**src/rtl/weight_fetch_ctrl.sv**
```systemverilog
// rtl/weight_fetch_ctrl.sv - sequential weight fetch from one BRAM into a valid/ready MAC stream
//
// Purpose: on START, reads addresses 0..DEPTH-1 from a weight BRAM whose output
// updates on the falling edge, buffers the words in a 2-entry FIFO and streams
// them to the MAC, tolerating W_READY backpressure without loss.
// Optional feature macro: WEIGHT_LOAD_EN (adds a LOAD state that writes DEPTH
// words into the BRAM from the LD_* beat interface).
//
// Ports:
//   CLK, RST          clock, asynchronous active-high reset
//   START             begin a fetch (ignored unless idle)
//   BUSY, DONE        fetch in progress / 1-cycle completion pulse
//   BRAM_ADDR/EN/WE/DI/DO  BRAM read (and optional write) port
//   W_DATA/VALID/READY/LAST  weight stream to the MAC
//   LD_START/VALID/DATA, LD_DONE  weight load interface (WEIGHT_LOAD_EN only)
module weight_fetch_ctrl #(
  parameter int DEPTH  = 28,
  parameter int ADDR_W = 5,
  parameter int DATA_W = 16
) (
  input  logic              CLK,
  input  logic              RST,
  input  logic              START,
  output logic              BUSY,
  output logic              DONE,
  output logic [ADDR_W-1:0] BRAM_ADDR,
  output logic              BRAM_EN,
  output logic              BRAM_WE,
  output logic [DATA_W-1:0] BRAM_DI,
  input  logic [DATA_W-1:0] BRAM_DO,
  output logic [DATA_W-1:0] W_DATA,
  output logic              W_VALID,
  input  logic              W_READY,
  output logic              W_LAST
`ifdef WEIGHT_LOAD_EN
  ,
  input  logic              LD_START,
  input  logic              LD_VALID,
  input  logic [DATA_W-1:0] LD_DATA,
  output logic              LD_DONE
`endif
);

  localparam int CNT_W = ADDR_W + 1;
  localparam logic [CNT_W-1:0] DEPTH_C  = CNT_W'(DEPTH);
  localparam logic [CNT_W-1:0] LAST_IDX = CNT_W'(DEPTH - 1);

  typedef enum logic [2:0] {
    S_IDLE,
    S_RUN,
    S_DRAIN,
    S_DONE_ST
`ifdef WEIGHT_LOAD_EN
    ,
    S_LOAD
`endif
  } state_t;

  state_t            state_q, state_d;
  logic [CNT_W-1:0]  issue_q, issue_d;
  logic [CNT_W-1:0]  accept_q, accept_d;
  logic [DATA_W-1:0] buf0_q, buf1_q;
  logic              wr_ptr_q, rd_ptr_q;
  logic [1:0]        count_q, count_d;
  logic              rd_en, push, pop, w_valid, w_last;
  logic [DATA_W-1:0] head;

`ifdef WEIGHT_LOAD_EN
  logic [CNT_W-1:0]  ld_q, ld_d;
  logic              ld_done_q, ld_done_d;
  logic              ld_wr;
`endif

  // The BRAM delivers data on the falling edge of the issue cycle, so the word
  // is captured on the very next rising edge; a read is only in flight within
  // its own cycle. Issuing only while the FIFO has a free slot guarantees the
  // captured word always fits.
  assign rd_en   = (state_q == S_RUN) && (issue_q < DEPTH_C) && (count_q != 2'd2);
  assign push    = rd_en;
  assign w_valid = (count_q != 2'd0);
  assign pop     = w_valid && W_READY;
  assign head    = rd_ptr_q ? buf1_q : buf0_q;
  assign w_last  = w_valid && (accept_q == LAST_IDX);

  always_comb begin
    state_d  = state_q;
    issue_d  = issue_q;
    accept_d = accept_q;
    count_d  = count_q + {1'b0, push} - {1'b0, pop};
    if (rd_en) issue_d = issue_q + 1'b1;
    if (pop)   accept_d = accept_q + 1'b1;
`ifdef WEIGHT_LOAD_EN
    ld_d      = ld_q;
    ld_done_d = 1'b0;
    ld_wr     = (state_q == S_LOAD) && LD_VALID;
`endif
    case (state_q)
      S_IDLE: begin
        if (START) begin
          state_d  = S_RUN;
          issue_d  = '0;
          accept_d = '0;
        end
`ifdef WEIGHT_LOAD_EN
        else if (LD_START) begin
          state_d = S_LOAD;
          ld_d    = '0;
        end
`endif
      end
      S_RUN:     if (rd_en && (issue_q == LAST_IDX)) state_d = S_DRAIN;
      S_DRAIN:   if (pop && w_last) state_d = S_DONE_ST;
      S_DONE_ST: state_d = S_IDLE;
`ifdef WEIGHT_LOAD_EN
      S_LOAD: begin
        if (ld_wr) begin
          ld_d = ld_q + 1'b1;
          if (ld_q == LAST_IDX) begin
            state_d   = S_IDLE;
            ld_done_d = 1'b1;
          end
        end
      end
`endif
      default: state_d = S_IDLE;
    endcase
  end

  always_ff @(posedge CLK or posedge RST) begin
    if (RST) begin
      state_q  <= S_IDLE;
      issue_q  <= '0;
      accept_q <= '0;
      buf0_q   <= '0;
      buf1_q   <= '0;
      wr_ptr_q <= 1'b0;
      rd_ptr_q <= 1'b0;
      count_q  <= 2'd0;
`ifdef WEIGHT_LOAD_EN
      ld_q      <= '0;
      ld_done_q <= 1'b0;
`endif
    end else begin
      state_q  <= state_d;
      issue_q  <= issue_d;
      accept_q <= accept_d;
      count_q  <= count_d;
      if (push) begin
        if (wr_ptr_q) buf1_q <= BRAM_DO;
        else          buf0_q <= BRAM_DO;
        wr_ptr_q <= ~wr_ptr_q;
      end
      if (pop) rd_ptr_q <= ~rd_ptr_q;
`ifdef WEIGHT_LOAD_EN
      ld_q      <= ld_d;
      ld_done_q <= ld_done_d;
`endif
    end
  end

  assign BUSY    = (state_q == S_RUN) || (state_q == S_DRAIN);
  assign DONE    = (state_q == S_DONE_ST);
  assign W_VALID = w_valid;
  assign W_LAST  = w_last;
  assign W_DATA  = w_valid ? head : '0;

`ifdef WEIGHT_LOAD_EN
  assign BRAM_EN   = rd_en || ld_wr;
  assign BRAM_WE   = ld_wr;
  assign BRAM_DI   = ld_wr ? LD_DATA : '0;
  assign BRAM_ADDR = rd_en ? issue_q[ADDR_W-1:0] : (ld_wr ? ld_q[ADDR_W-1:0] : '0);
  assign LD_DONE   = ld_done_q;
`else
  assign BRAM_EN   = rd_en;
  assign BRAM_WE   = 1'b0;
  assign BRAM_DI   = '0;
  assign BRAM_ADDR = rd_en ? issue_q[ADDR_W-1:0] : '0;
`endif

endmodule
```
**config.mk**
```make
export PLATFORM = sky130hd
export DESIGN_NAME = weight_fetch_ctrl
export DESIGN_NICKNAME = d
export VERILOG_FILES = /design/src/rtl/weight_fetch_ctrl.sv
export SDC_FILE = /design/constraint.sdc
export NUM_CORES = 1
export LEC_CHECK = 0
export ABC_AREA = 0
export CAP_MARGIN = 20
export CORE_MARGIN = 10
export CORE_UTILIZATION = 46
export CTS_BUF_LIST = sky130_fd_sc_hd__clkbuf_4 sky130_fd_sc_hd__clkbuf_8
export DETAILED_ROUTE_END_ITERATION = 6
export PLACE_DENSITY = 0.87
export SLEW_MARGIN = 40
export SYNTH_ARGS = -nofsm -noshare
export SYNTH_HDL_FRONTEND = slang
export SYNTH_SLANG_ARGS = --single-unit
export TNS_END_PERCENT = 50
```
**constraint.sdc**
```tcl
create_clock -name CLK -period 1.9 [get_ports CLK]
set_clock_uncertainty 0.1 [all_clocks]
set_input_delay 0.38 -clock CLK [delete_from_list [all_inputs] [get_ports CLK]]
set_output_delay 0.38 -clock CLK [all_outputs]
set_load 0.01 [all_outputs]
```
==> results of run 1 <==
[metrics by stage]
step | power, uW | area (um2) | hold slack [ns] | worst slack (ns) | std cells
6_report | 3210 | 3670 | 0.233 | -0.230 | 378
5_1_grt | 3410 | 3670 | 0.262 | -0.269 | 378
4_1_cts | 3200 | 3530 | 0.238 | -0.201 | 374
3_5_place_dp | 2610 | 3300 | 0.394 | -0.328 | 358
3_3_place_gp | 2570 | 3300 | 0.386 | -0.273 | 358
2_1_floorplan | 1970 | 2690 | 0.379 | -0.0625 | 236
[metal layers]
layer  share of wire  up-vias  wire, um
li1                -      883         -
met1            0.43      904      2670
met2            0.49       45      3100
met3           0.063        7       396
met4           0.018        0       110
met5               0        -         0
[logic make-up (layout without fill, tap and decap cells)]
group	after synthesis	in the layout
buffers and inverters	32	102
AND/OR/NAND/NOR	58	58
AO/OA/AOI/OAI	8	8
XOR/XNOR	11	11
adder cells (fa/ha/maj)	8	8
other	1	17
flip-flops	50	50
multiplexers	52	52
[worst paths after layout]
path	start	cells after the start	slack, ns	end
min in group CLK	buf1_q[12]	1	0.42	buf1_q[12]
max	state_q[0]	6	-0.23	BRAM_ADDR[3]
min reg2reg	buf1_q[12]	1	0.42	buf1_q[12]
min	RST	2	0.23	buf0_q[11]
max in group asynchronous	RST	3	0.91	count_q[0]
max reg2reg	state_q[0]	9	-0.22	buf0_q[7]
[cells in the final DEF (no fill, tap or decap), types with 2 or more instances in the layout]
master / netlist / final
buf_12: 0 / 2
buf_4: 18 / 29
nand4_1: 2 / 2
nand4b_1: 2 / 2
o31ai_1: 2 / 2
and2_4: 0 / 5
buf_2: 2 / 11
clkdlybuf4s50_1: 0 / 19
a21oi_1: 2 / 2
ha_4: 0 / 2
nand2_1: 5 / 4
xnor2_1: 7 / 6
clkbuf_2: 1 / 5
conb_1: 1 / 17
nor2_1: 26 / 25
mux2i_1: 18 / 17
nand3_1: 3 / 3
nand2b_1: 2 / 2
buf_6: 2 / 19
mux2_4: 10 / 33
inv_2: 0 / 2
nor2b_1: 6 / 4
clkdlybuf4s15_1: 0 / 2
inv_1: 6 / 3
xor2_1: 4 / 4
clkbuf_8: 0 / 6
ha_1: 8 / 6
nor2b_4: 1 / 3
dfrtp_1: 50 / 49
[power by group]
group          switching, uW  internal, uW  leakage, uW
sequential               101          1180     0.000614
clock                    327           281    0.0000431
combinational            638           686      0.00118
total                   1060          2150      0.00184
[synth_stat cells, types with 2 or more instances]
cell	count
a21oi_1	2
and2_1	6
buf_2	2
buf_4	18
buf_6	2
clkbuf_1	3
dfrtp_1	50
ha_1	8
inv_1	6
mux2_2	24
mux2_4	10
mux2i_1	18
nand2_1	5
nand2b_1	2
nand3_1	3
nand4_1	2
nand4b_1	2
nor2_1	26
nor2b_1	6
o31ai_1	2
xnor2_1	7
xor2_1	4
[cell type report]
| type | instances | area [um2] | share of cell area |
|---|---|---|---|
| Multi-Input combinational cell | 154 | 1390 | 0.380 |
| Sequential cell | 50 | 1250 | 0.342 |
| Timing Repair Buffer | 90 | 823 | 0.224 |
| Tap cell | 72 | 90.1 | 0.0246 |
| Clock buffer | 6 | 82.6 | 0.0225 |
| Inverter | 6 | 25.0 | 0.00682 |
[state kept, by name (all words and copies together), names as in the netlist]
signal and flops:
accept_q 6, buf0_q 16, buf1_q 16, count_q 2, issue_q 6, rd_ptr_q 1, state_q 2, wr_ptr_q 1
[timing repair]
action                                  4_1_cts  5_1_grt
cloned                                        1        1
endpoints found under the setup margin       59       49
resized for setup                           116       42
hold buffers                                  0        0
buffers inserted                              9        4
pin swaps                                     4        1
==> summary.md, run 1 <==
| Metric | Value |
|---|---|
| XOR/XNOR Fraction of Synth Area | `0.0369` |
| Worst path top cell family by delay | `simple AND/OR/NAND/NOR gates` |
| Mapped Cells | `220` |
| Wire per inst | `between 15 and 20 um` |
| Vias | `between 1500 and 2000` |
| DRT antenna net count | `0` |
| Post-Synth Adder-Cell Area | `0.0384` |
| Routed WL | `approximately 6.3 mm` |
| Worst Setup End Kind | `output pin` |
| Min Tclk post-route | `2.13 ns` |
| Gr ovfl total | `0` |
| CP max FO | `4` |
| Final Max Tran Viols | `0` |
| Starting Density | `0.474` |
| I/O Buffers | `between 40 and 50` |
| # diodes | `0` |
| Nets | `335` |
| Sequential fraction of the synthesis area | `0.479` |
| Die Y | `95.3 um` |
| H-tree levels | `2` |
| Gpl congestion | `about 0.8` |
| Num ports | `63` |
| Fmax | `between 0.4 and 0.5 GHz` |
| Total CTS buffers | `5` |
| Fin crit share | `1.12` |
| DRT iter0 DRCs | `57` |
| Final core area utilization | `0.666` |
| Via density | `4.87` |
| Core Footprint | `approximately 5500 um2` |
| RSZ-0062 raised after global routing | `yes` |
| Pwr dens | `a little under 900 nW/um2` |
| Root Driver | `clkbuf_8` |
| Compound-gate portion of the synthesized area | `0.0197` |
| Crit path buf inv count | `2` |
| Detailed-placement wirelength estimate | `4.09 mm` |
| Fraction of layout cells with a size suffix above 1 | `0.418` |
| Clk_lat worst skew | `0.30 ns` |
| Crit Path Category | `reg -> out` |
| Area contributors post-synth | `dfrtp_1 48%, mux2_2 10%, mux2i_1 6.9%` |
| Failing checks | `setup timing` |
| Setup TNS | `-7.26 ns` |
| Simple logic cell fraction of the synthesized area | `0.115` |
| Post-synthesis mux area share | `0.230` |
| Crit-path cells | `ha_4 -> nor2b_4 -> and3b_2 -> buf_6 -> and2_4 -> buf_6` |
| Fraction of registers with async set/reset | `1.00` |
| Largest net degree at the start of global routing | `20` |
| Total track usage | `0.133` |
| CTS max path bufs | `2` |
| Die ar. | `just over 9000 um2` |
| # clock sinks | `50` |
| Fillcell total | `388` |
| Primary FF master, synth | `dfrtp_1` |
| Critical-path top delay cell | `dfrtp_1` |
| Post-synthesis register bit count | `50` |
| Syn Area/Cell | `between 10 and 15 um2` |
| Synthesis Warnings | `0` |
| GRT met3 Usage | `0.0346` |
| Area delta synth->final | `40.5%` |
| Site Rows | `27` |
| Maximum VDD drop | `0.000487 V` |
| Worst setup SP type | `flop` |
| Area leader, netlist | `dfrtp_1` |
| Slowest cell delay on critical path | `around 0.43 ns` |
| Met1 global-route usage | `0.144` |
| Post-synthesis cell type count | `34` |
| Critical Path RT | `1.42 ns` |
| Antenna violations before repair | `0` |
| Worst Hold Class | `in -> async` |
| Post-Syn Area | `2610 um2` |
| Post-synth EDFFs | `0` |
| Routing usage on met2 | `0.236` |
| Final WS setup | `-0.230 ns` |
| Synth top area share | `0.479` |
| DR pass1 iterations | `4` |
| CP most frequent cell | `buf_6` |
| CTS tree | `built` |
| Final Hold Fails | `0` |
| MaxCap Viol Count | `0` |
| Crit path DAT | `around 1.7 ns` |
| Leakage power total | `approximately 0.0018 uW` |
| Main combinational cell family by area after synthesis | `multiplexers` |
| DR DRC count | `0` |
| Layer with the highest usage | `met2` |
| Final setup fails | `39` |
| First-pass GRT wire length | `around 9.4 mm` |
| Chip width | `roughly 95 um` |
| Clock transition at path regs | `around 0.090 ns` |
| Vias in the first global route | `1956` |
| Status | `finished, violations left` |
Power figures use the tool's default switching activity.
==> inputs of run 2 (changes only) <==
--- a/config.mk
+++ b/config.mk
@@ -6,11 +6,12 @@
 export NUM_CORES = 1
 export LEC_CHECK = 0
 export ABC_AREA = 0
-export CAP_MARGIN = 20
+export CAP_MARGIN = 25
 export CORE_MARGIN = 10
 export CORE_UTILIZATION = 46
 export CTS_BUF_LIST = sky130_fd_sc_hd__clkbuf_4 sky130_fd_sc_hd__clkbuf_8
 export DETAILED_ROUTE_END_ITERATION = 6
+export GPL_TIMING_DRIVEN = 0
 export PLACE_DENSITY = 0.87
 export SLEW_MARGIN = 40
 export SYNTH_ARGS = -nofsm -noshare
==> summary.md, run 2 (same netlist as run 1, synthesis figures left out) <==
| Metric | Value |
|---|---|
| Status | `finished, violations left` |
| Failing checks | `setup timing` |
| Worst Setup End Kind | `output pin` |
| Fillcell total | `between 400 and 500` |
| Crit path DAT | `1.62 ns` |
| RSZ-0062 raised after global routing | `yes` |
| DRT antenna net count | `0` |
| Most frequent cells in the layout | `47 x dfrtp_1, 35 x buf_4, 25 x nor2_1` |
| Die Y | `~95 um` |
| Fraction of layout cells with a size suffix above 1 | `0.417` |
| Largest net degree at the start of global routing | `32` |
| Commonest non-fill, non-tap cell in the layout | `dfrtp_1` |
| Routed WL | `about 5.9 mm` |
| H-tree levels | `2` |
| DR pass1 iterations | `4` |
| I/O Buffers | `45` |
| Antenna violations before repair | `0` |
| Setup TNS | `-4.23 ns` |
| Worst Hold Class | `in -> async` |
| CTS tree | `built` |
| DRT iter0 DRCs | `100` |
| Chip width | `~95 um` |
| Critical Path RT | `~1.4 ns` |
| Post-Place Worst Slack | `-0.680 ns` |
| Biggest regs | `buf0_q x16, buf1_q x16` |
| Total track usage | `0.134` |
| Gpl congestion | `about 0.79` |
| DR DRC count | `0` |
| Num ports | `63` |
| CTS max path bufs | `2` |
| Final core area utilization | `0.646` |
| Fin crit share | `1.11` |
| Nets | `between 300 and 400` |
| First-pass GRT wire length | `just under 10 mm` |
| Die ar. | `approximately 9000 um2` |
| Gr ovfl total | `0` |
| Total CTS buffers | `5` |
| CP max FO | `8` |
| Crit Path Category | `reg -> out` |
| Starting Density | `0.474` |
| Vias in the first global route | `1979` |
| Fmax | `0.476 GHz` |
| Pwr dens | `877 nW/um2` |
| Final setup fails | `33` |
| # clock sinks | `50` |
| Final Max Tran Viols | `0` |
| Min Tclk post-route | `between 2 and 2.5 ns` |
| Worst setup SP type | `flop` |
| Site Rows | `27` |
| Vias | `between 1500 and 2000` |
| Final WS setup | `-0.203 ns` |
| # diodes | `0` |
| Core Footprint | `about 5500 um2` |
| Detailed-placement wirelength estimate | `~4.0 mm` |
| Wire per inst | `15.5 um` |
| Clock transition at path regs | `0.09 ns` |
| Leakage power total | `~0.0017 uW` |
| Final Hold Fails | `0` |
| MaxCap Viol Count | `0` |
| Maximum VDD drop | `about 0.00052 V` |
| Clk_lat worst skew | `around 0.30 ns` |
| Area delta synth->final | `36.4%` |
| Root Driver | `clkbuf_8` |
| Via density | `4.86` |
[run 2: cell types whose count changed in the layout (fill, tap and decap cells not counted), sizes merged]
cell | previous run | this run
clkdlybuf4s15 | 2 | 5
buf | 62 | 60
clkinvlp | 0 | 2
bufbuf | 0 | 1
clkbuf | 12 | 11
[run 2: worst paths after layout]
| path | cells past startpoint | endpoint | start | slack [ns] |
|---|---|---|---|---|
| setup / recovery | 6 | BRAM_ADDR[0] | state_q[0] | -0.20 |
| hold / removal | 2 | buf1_q[0] | RST | 0.27 |
| setup reg to reg | 9 | buf0_q[4] | state_q[1] | -0.19 |
| hold reg to reg | 1 | buf1_q[5] | buf1_q[5] | 0.41 |
| max in group asynchronous | 3 | rd_ptr_q | RST | 0.97 |
| min in group CLK | 1 | buf1_q[5] | buf1_q[5] | 0.41 |
[run 2: timing repair]
action / in CTS / in global routing
hold buffers: 0 / 0
pin swaps: 5 / 3
cloned: 1 / 0
endpoints found under the setup margin: 59 / 55
setup buffers: 17 / 4
gates resized for setup: 106 / 19
[run 2: area by class of cell]
class                           count  area (um2)  share of cell area
Buffer                             24         211              0.0594
Clock buffer                        5        68.8              0.0193
Clock inverter                      2        15.0             0.00422
Inverter                            6        25.0             0.00703
Multi-Input combinational cell    154        1280               0.360
Sequential cell                    50        1250               0.353
Tap cell                           72        90.1              0.0253
Timing Repair Buffer               68         612               0.172
[run 2: where the power goes]
| group | leakage [uW] | switching (uW) | internal, uW |
|---|---|---|---|
| registers | 0.000612 | 135 | 1180 |
| logic | 0.00109 | 587 | 621 |
| clock network | 0.0000362 | 344 | 252 |
[run 2: per-stage QoR]
| step | cells | hold WS (ns) | area [um2] | power (uW) |
|---|---|---|---|---|
| 3_3_place_gp | 353 | 0.386 | 3230 | 2390 |
| 4_1_cts | 377 | 0.271 | 3500 | 3120 |
| 3_5_place_dp | 354 | 0.394 | 3250 | 2430 |
| 2_1_floorplan | 236 | 0.379 | 2690 | 1970 |
| 5_1_grt | 381 | 0.310 | 3560 | 3320 |
| 6_report | 381 | 0.272 | 3560 | 3120 |
[run 2: metal layers]
layer  vias up  part of all wire  GRT usage
met4         0             0.023     0.0648
met5         -                 0          0
met3        10             0.078     0.0393
met1       901              0.40      0.152
met2        56              0.49      0.226
li1        884                 -          -
[run 2: worst max-delay path, stage by stage (launching register included)]
cell and delay (ns):
dfrtp_1 0.42, ha_4 0.18, nor2b_4 0.12, and3b_2 0.21, buf_6 0.13, and2_4 0.15
buf_6 0.11
==> inputs of run 3 (changes only) <==
--- a/config.mk
+++ b/config.mk
@@ -12,8 +12,9 @@
 export CTS_BUF_LIST = sky130_fd_sc_hd__clkbuf_4 sky130_fd_sc_hd__clkbuf_8
 export DETAILED_ROUTE_END_ITERATION = 6
 export GPL_TIMING_DRIVEN = 0
+export MAX_ROUTING_LAYER = met4
 export PLACE_DENSITY = 0.87
-export SLEW_MARGIN = 40
+export SLEW_MARGIN = 20
 export SYNTH_ARGS = -nofsm -noshare
 export SYNTH_HDL_FRONTEND = slang
 export SYNTH_SLANG_ARGS = --single-unit
==> summary.md, run 3 (same netlist as run 1, synthesis figures left out) <==
| Metric | Value |
|---|---|
| Status | `finished, violations left` |
| Failing checks | `setup timing` |
| Worst Setup End Kind | `output pin` |
| Total track usage | `0.144` |
| Worst Hold Class | `in -> async` |
| Crit Path Category | `reg -> out` |
| Nets | `341` |
| DRT antenna net count | `0` |
| Crit-path cells | `inv_2 -> ha_4 -> nor2b_4 -> and3b_2 -> buf_6 -> and2_1 -> buf_2` |
| Min Tclk post-route | `2.18 ns` |
| Post-Place Worst Slack | `-0.682 ns` |
| P_sw | `~1100 uW` |
| CTS max path bufs | `2` |
| DR DRC count | `0` |
| Clk_lat worst skew | `0.31 ns` |
| Sequential share of power | `0.404` |
| Maximum VDD drop | `~0.00042 V` |
| Core Footprint | `roughly 5500 um2` |
| Clock share of power | `0.188` |
| Critical-path top delay cell | `dfrtp_1` |
| Gate power share | `0.408` |
| Final WS setup | `-0.285 ns` |
| DRT iter0 DRCs | `97` |
| CTS tree | `built` |
| Antenna violations before repair | `0` |
| Commonest non-fill, non-tap cell in the layout | `dfrtp_1` |
| Worst path top cell family by delay | `simple AND/OR/NAND/NOR gates` |
| Chip width | `around 95 um` |
| Fmax | `0.458 GHz` |
| Root Driver | `clkbuf_8` |
| H-tree levels | `2` |
| CP max FO | `8` |
| Design Area, Final | `3630 um2` |
| Non-filler instance count after layout | `approximately 390` |
| Die ar. | `~9000 um2` |
| Biggest regs | `buf0_q x16, buf1_q x16` |
| RSZ-0062 raised after global routing | `yes` |
| Gr ovfl total | `0` |
| MaxCap Viol Count | `0` |
| Num ports | `63` |
| Final setup fails | `28` |
| Worst setup SP type | `flop` |
| Routed WL | `6.31 mm` |
| # clock sinks | `50` |
| Detailed-placement wirelength estimate | `roughly 4.0 mm` |
| Fraction of layout cells with a size suffix above 1 | `0.441` |
| Clock transition at path regs | `0.09 ns` |
| Total CTS buffers | `5` |
| Pwr dens | `slightly below 900 nW/um2` |
| Crit path buf inv count | `3` |
| Internal power | `roughly 2100 uW` |
| Vias | `~1900` |
| Design Power | `between 3000 and 4000 uW` |
| Fin crit share | `1.15` |
| DP Cell Count | `~350` |
| Final core area utilization | `0.660` |
| Crit path DAT | `roughly 1.7 ns` |
| Via density | `between 4 and 5` |
| # diodes | `0` |
| Switching Share | `0.345` |
| Gpl congestion | `slightly above 0.8` |
| I/O Buffers | `45` |
| Leakage power total | `between 0.0015 and 0.002 uW` |
| Critical Path RT | `approximately 1.4 ns` |
| Area delta synth->final | `39.2%` |
| Placed cell areas | `around 3300 um2` |
| Site Rows | `27` |
| Most frequent cells in the layout | `47 x dfrtp_1, 33 x buf_4, 25 x nor2_1` |
| Die Y | `between 90 and 100 um` |
| Vias in the first global route | `around 2000` |
| Starting Density | `0.474` |
| Final Hold Fails | `0` |
| DR pass1 iterations | `4` |
| Largest net degree at the start of global routing | `32` |
| Final Max Tran Viols | `0` |
| Wire per inst | `between 15 and 20 um` |
| First-pass GRT wire length | `a little under 10 mm` |
| Slowest cell delay on critical path | `between 0.4 and 0.5 ns` |
## run 3: changes by cell type in the layout (fill, tap and decap cells not counted), moves of 2 or more
cell,previous run,this run
clkdlybuf4s15_1,4,1
buf_4,35,33
buf_2,11,18
mux2_2,24,18
buf_6,11,14
buf_8,0,2
clkbuf_2,5,3
mux2_4,10,16
## run 3: cell type report
class	count	area [um2]
multi-input combinational	154	1320
fill	406	1870
clock buffer	5	68.8
buffer	24	216
clock inverter	2	15.0
timing repair buffer	72	648
inverter	6	22.5
tap	72	90.1
sequential	50	1250
## run 3: power by group through the flow
stage / Sequential (uW) / Clock (uW) / Combinational, uW
6_report: 1310 / 612 / 1320
5_1_grt: 1330 / 670 / 1450
3_3_place_gp: 1290 / 0 / 1110
3_5_place_dp: 1300 / 0 / 1140
2_1_floorplan: 1270 / 0 / 701
4_1_cts: 1300 / 626 / 1300
## run 3: timing repair
action / CTS / global route
pin swaps: 7 / 3
hold buffers: 0 / 0
buffers inserted: 20 / 4
gates cloned: 1 / 1
endpoints found under the setup margin: 57 / 56
hold endpoints to repair: 0 / 0
gates resized for setup: 128 / 23
## run 3: path summary, 6_finish.rpt
| path | start | to | slack [ns] | cells past startpoint |
|---|---|---|---|---|
| worst min register to register | buf1_q[4] | buf1_q[4] | 0.41 | 1 |
| min in group CLK | buf1_q[4] | buf1_q[4] | 0.41 | 1 |
| worst max register to register | state_q[1] | buf0_q[13] | -0.19 | 9 |
| worst max-delay path | state_q[1] | BRAM_ADDR[2] | -0.28 | 7 |
| worst min-delay path | RST | buf1_q[0] | 0.29 | 2 |
| max in group asynchronous | RST | count_q[0] | 0.88 | 3 |
## run 3: per-layer routing
| layer | wire, um | share of wire | track usage |
|---|---|---|---|
| met5 | 0 | 0 | - |
| met4 | 183 | 0.029 | 0.0786 |
| met3 | 366 | 0.058 | 0.0330 |
| met2 | 3200 | 0.51 | 0.239 |
| met1 | 2560 | 0.41 | 0.157 |
## run 3: metrics by stage
step	setup TNS, ns	hold WS (ns)
final	-4.17	0.285
after global routing	-5.28	0.344
after CTS	-3.54	0.299
after detailed placement	-17.09	0.394
after global placement	-50.73	0.386
after floorplan	-0.782	0.379
==> patch, RTL diff (flow settings as in run 3) <==
Encoding of `state_t`: now one-hot (4 bits for 4 states).
--- a/src/rtl/weight_fetch_ctrl.sv
+++ b/src/rtl/weight_fetch_ctrl.sv
@@ -47,7 +47,7 @@
 
-  typedef enum logic [2:0] {
-    S_IDLE,
-    S_RUN,
-    S_DRAIN,
-    S_DONE_ST
+  typedef enum logic [3:0] {
+    S_IDLE    = 4'b0001,
+    S_RUN     = 4'b0010,
+    S_DRAIN   = 4'b0100,
+    S_DONE_ST = 4'b1000
 `ifdef WEIGHT_LOAD_EN
Check against the original RTL: no difference found for any inputs over 10 cycles, from zero or initial values and one cycle with RST high; not proved beyond that.
==> patch against run 3 <==
- the flow still finishes with violations (setup timing)
- synthesized area fell by 1.3%
- setup slack got worse by 370 ps
- routed wire length is 12% higher
- cell area is 7.2% higher
- register-to-register slack lost 240 ps
- sequential cell count increased by 2
- largest cell class is now sequential cells
Power is not compared: it rests on default switching activity, and its combinational part moved more than twofold at a synthesized area within 25%.
==> patch: results (changes against run 3) <==
[routing]
first_pass_iters=4  ; unchanged
finalWirelength_mm=7.041  ; +12%
first_iter_violations=89  ; -8.2%
dr_total_vias=1965  ; +4.6%

[status]
violations=setup timing
status=complete, but fails checks

[synthesis]
ys_types=36  ; +5.9%
ys_warn_count=0  ; unchanged
async_reset_ff_share_pct=100.0  ; unchanged
seq_area_frac_synth_pct=50.56  ; +2.6 points
synth_top_flop_cell=dfrtp_1
synth_commonest_cells=dfrtp_1 (51), nor2_1 (29), mux2_2 (22), buf_4 (18), mux2i_1 (17)
synth.area.top_cells=dfrtp_1 (50%), mux2_2 (9.6%), mux2i_1 (6.6%)

[place]
place.gp.congestion=0.8226  ; +2.1%
hpwl_mm=4.034  ; -0.34%
io_buffers=45  ; unchanged
place_ws_ps=-1072  ; -390.4 ps
dpl-instance-area_um2=3201  ; -1.5%

[final_layout]
top_regs=buf0_q: 16 flops, buf1_q: 16 flops
antenna_cells=0  ; unchanged
final_nets=351  ; +2.9%
drive_gt1_share_pct=45.59  ; +1.5 points

[clock_network]
clkTransAtPathRegs_ps=100
cts.repair.resized=152  ; +19%
cts_root_buffer=clkbuf_8
cts-buffers-inserted=5  ; unchanged
postCtsSetupRepairBufs=31  ; +55%
clockBufferDepth=2  ; unchanged

[setup_path]
crit_family=simple AND/OR/NAND/NOR gates
cp_max_fo=2  ; -6
setup.worst_path.start=state_q[2]$_DFFE_PP0P_
worst_ep_arrival_time_ps=2070  ; +370 ps
cp_slowest_stage_delay_ps=550  ; +130 ps
r2r-start=state_q[2]$_DFFE_PP0P_
worst_path_max_delay_cell=or4b_4

[power]
power_switching_mw=2.022
peakVddDrop_mv=0.9532
leakagePower_nw=1.889

[timing]
setup_ws_ps=-653.3  ; -368.6 ps
finalSetupViolCount=52  ; +86%
setup_tns_ps=-15420  ; -11250 ps

[global_routing]
grt_max_degree=34  ; +6.3%
track_usage_pct=16.05  ; +1.6 points
antenna_found_initial=0  ; unchanged
grt_pass1_vias=2134  ; +4.7%
grt_pass1_wl_mm=11.04  ; +11%

[min_path]
min_path_type=in -> async

patch: through the flow:
step                hold slack, ps  instances  power (mW)
global placement             366.6        355       4.073
global route                 322.7        401       6.177
floorplan                    357.4        238       3.229
finish                       290.0        401       5.827
CTS                          306.8        397       5.642
detailed placement           374.0        356       4.176
patch: cells by family after synthesis:
kind of cell / Yosys count / synth area share [%]
buf+inv: 33 / 8.062
fa+ha+maj: 3 / 1.457
mux: 49 / 20.59
flops: 52 / 50.56
other cells: 1 / 0.1456
simple gates: 61 / 12.29
xor+xnor: 11 / 3.740
compound gates: 12 / 3.157
patch: power groups by stage:
stage	Sequential (mW)	Clock [mW]	Combinational (mW)
floorplan	1.79	0	1.44
global route	1.97	0.849	3.36
finish	1.92	0.795	3.12
CTS	1.88	0.789	2.98
detailed placement	1.87	0	2.31
global placement	1.83	0	2.24
patch: cell type report:
type	count	area (um2)
Fill cell	397	1577
Inverter	7	26.28
Buffer	23	217.7
Multi-Input combinational cell	153	1291
Clock buffer	6	76.32
Sequential cell	52	1304
Clock inverter	2	38.79
Timing Repair Buffer	86	852.1
Tap cell	72	90.09
patch: worst paths after layout:
check | slack, ps | depth (start not counted) | to
hold reg to reg | 420 | 1 | buf0_q[15]$_DFFE_PP0P_
max in group asynchronous | 870 | 3 | issue_q[1]$_DFF_PP0_
setup / recovery | -650 | 7 | BRAM_ADDR[3]
setup reg to reg | -430 | 8 | buf0_q[15]$_DFFE_PP0P_
min in group CLK | 420 | 1 | buf0_q[15]$_DFFE_PP0P_
hold / removal | 290 | 2 | buf0_q[1]$_DFFE_PP0P_
patch: layer usage:
layer / track usage, % / part of all wire, %
met4: 5.736 / 1.2
met1: 19.26 / 44
met3: 3.013 / 4.8
met2: 26.32 / 50
met5: - / 0
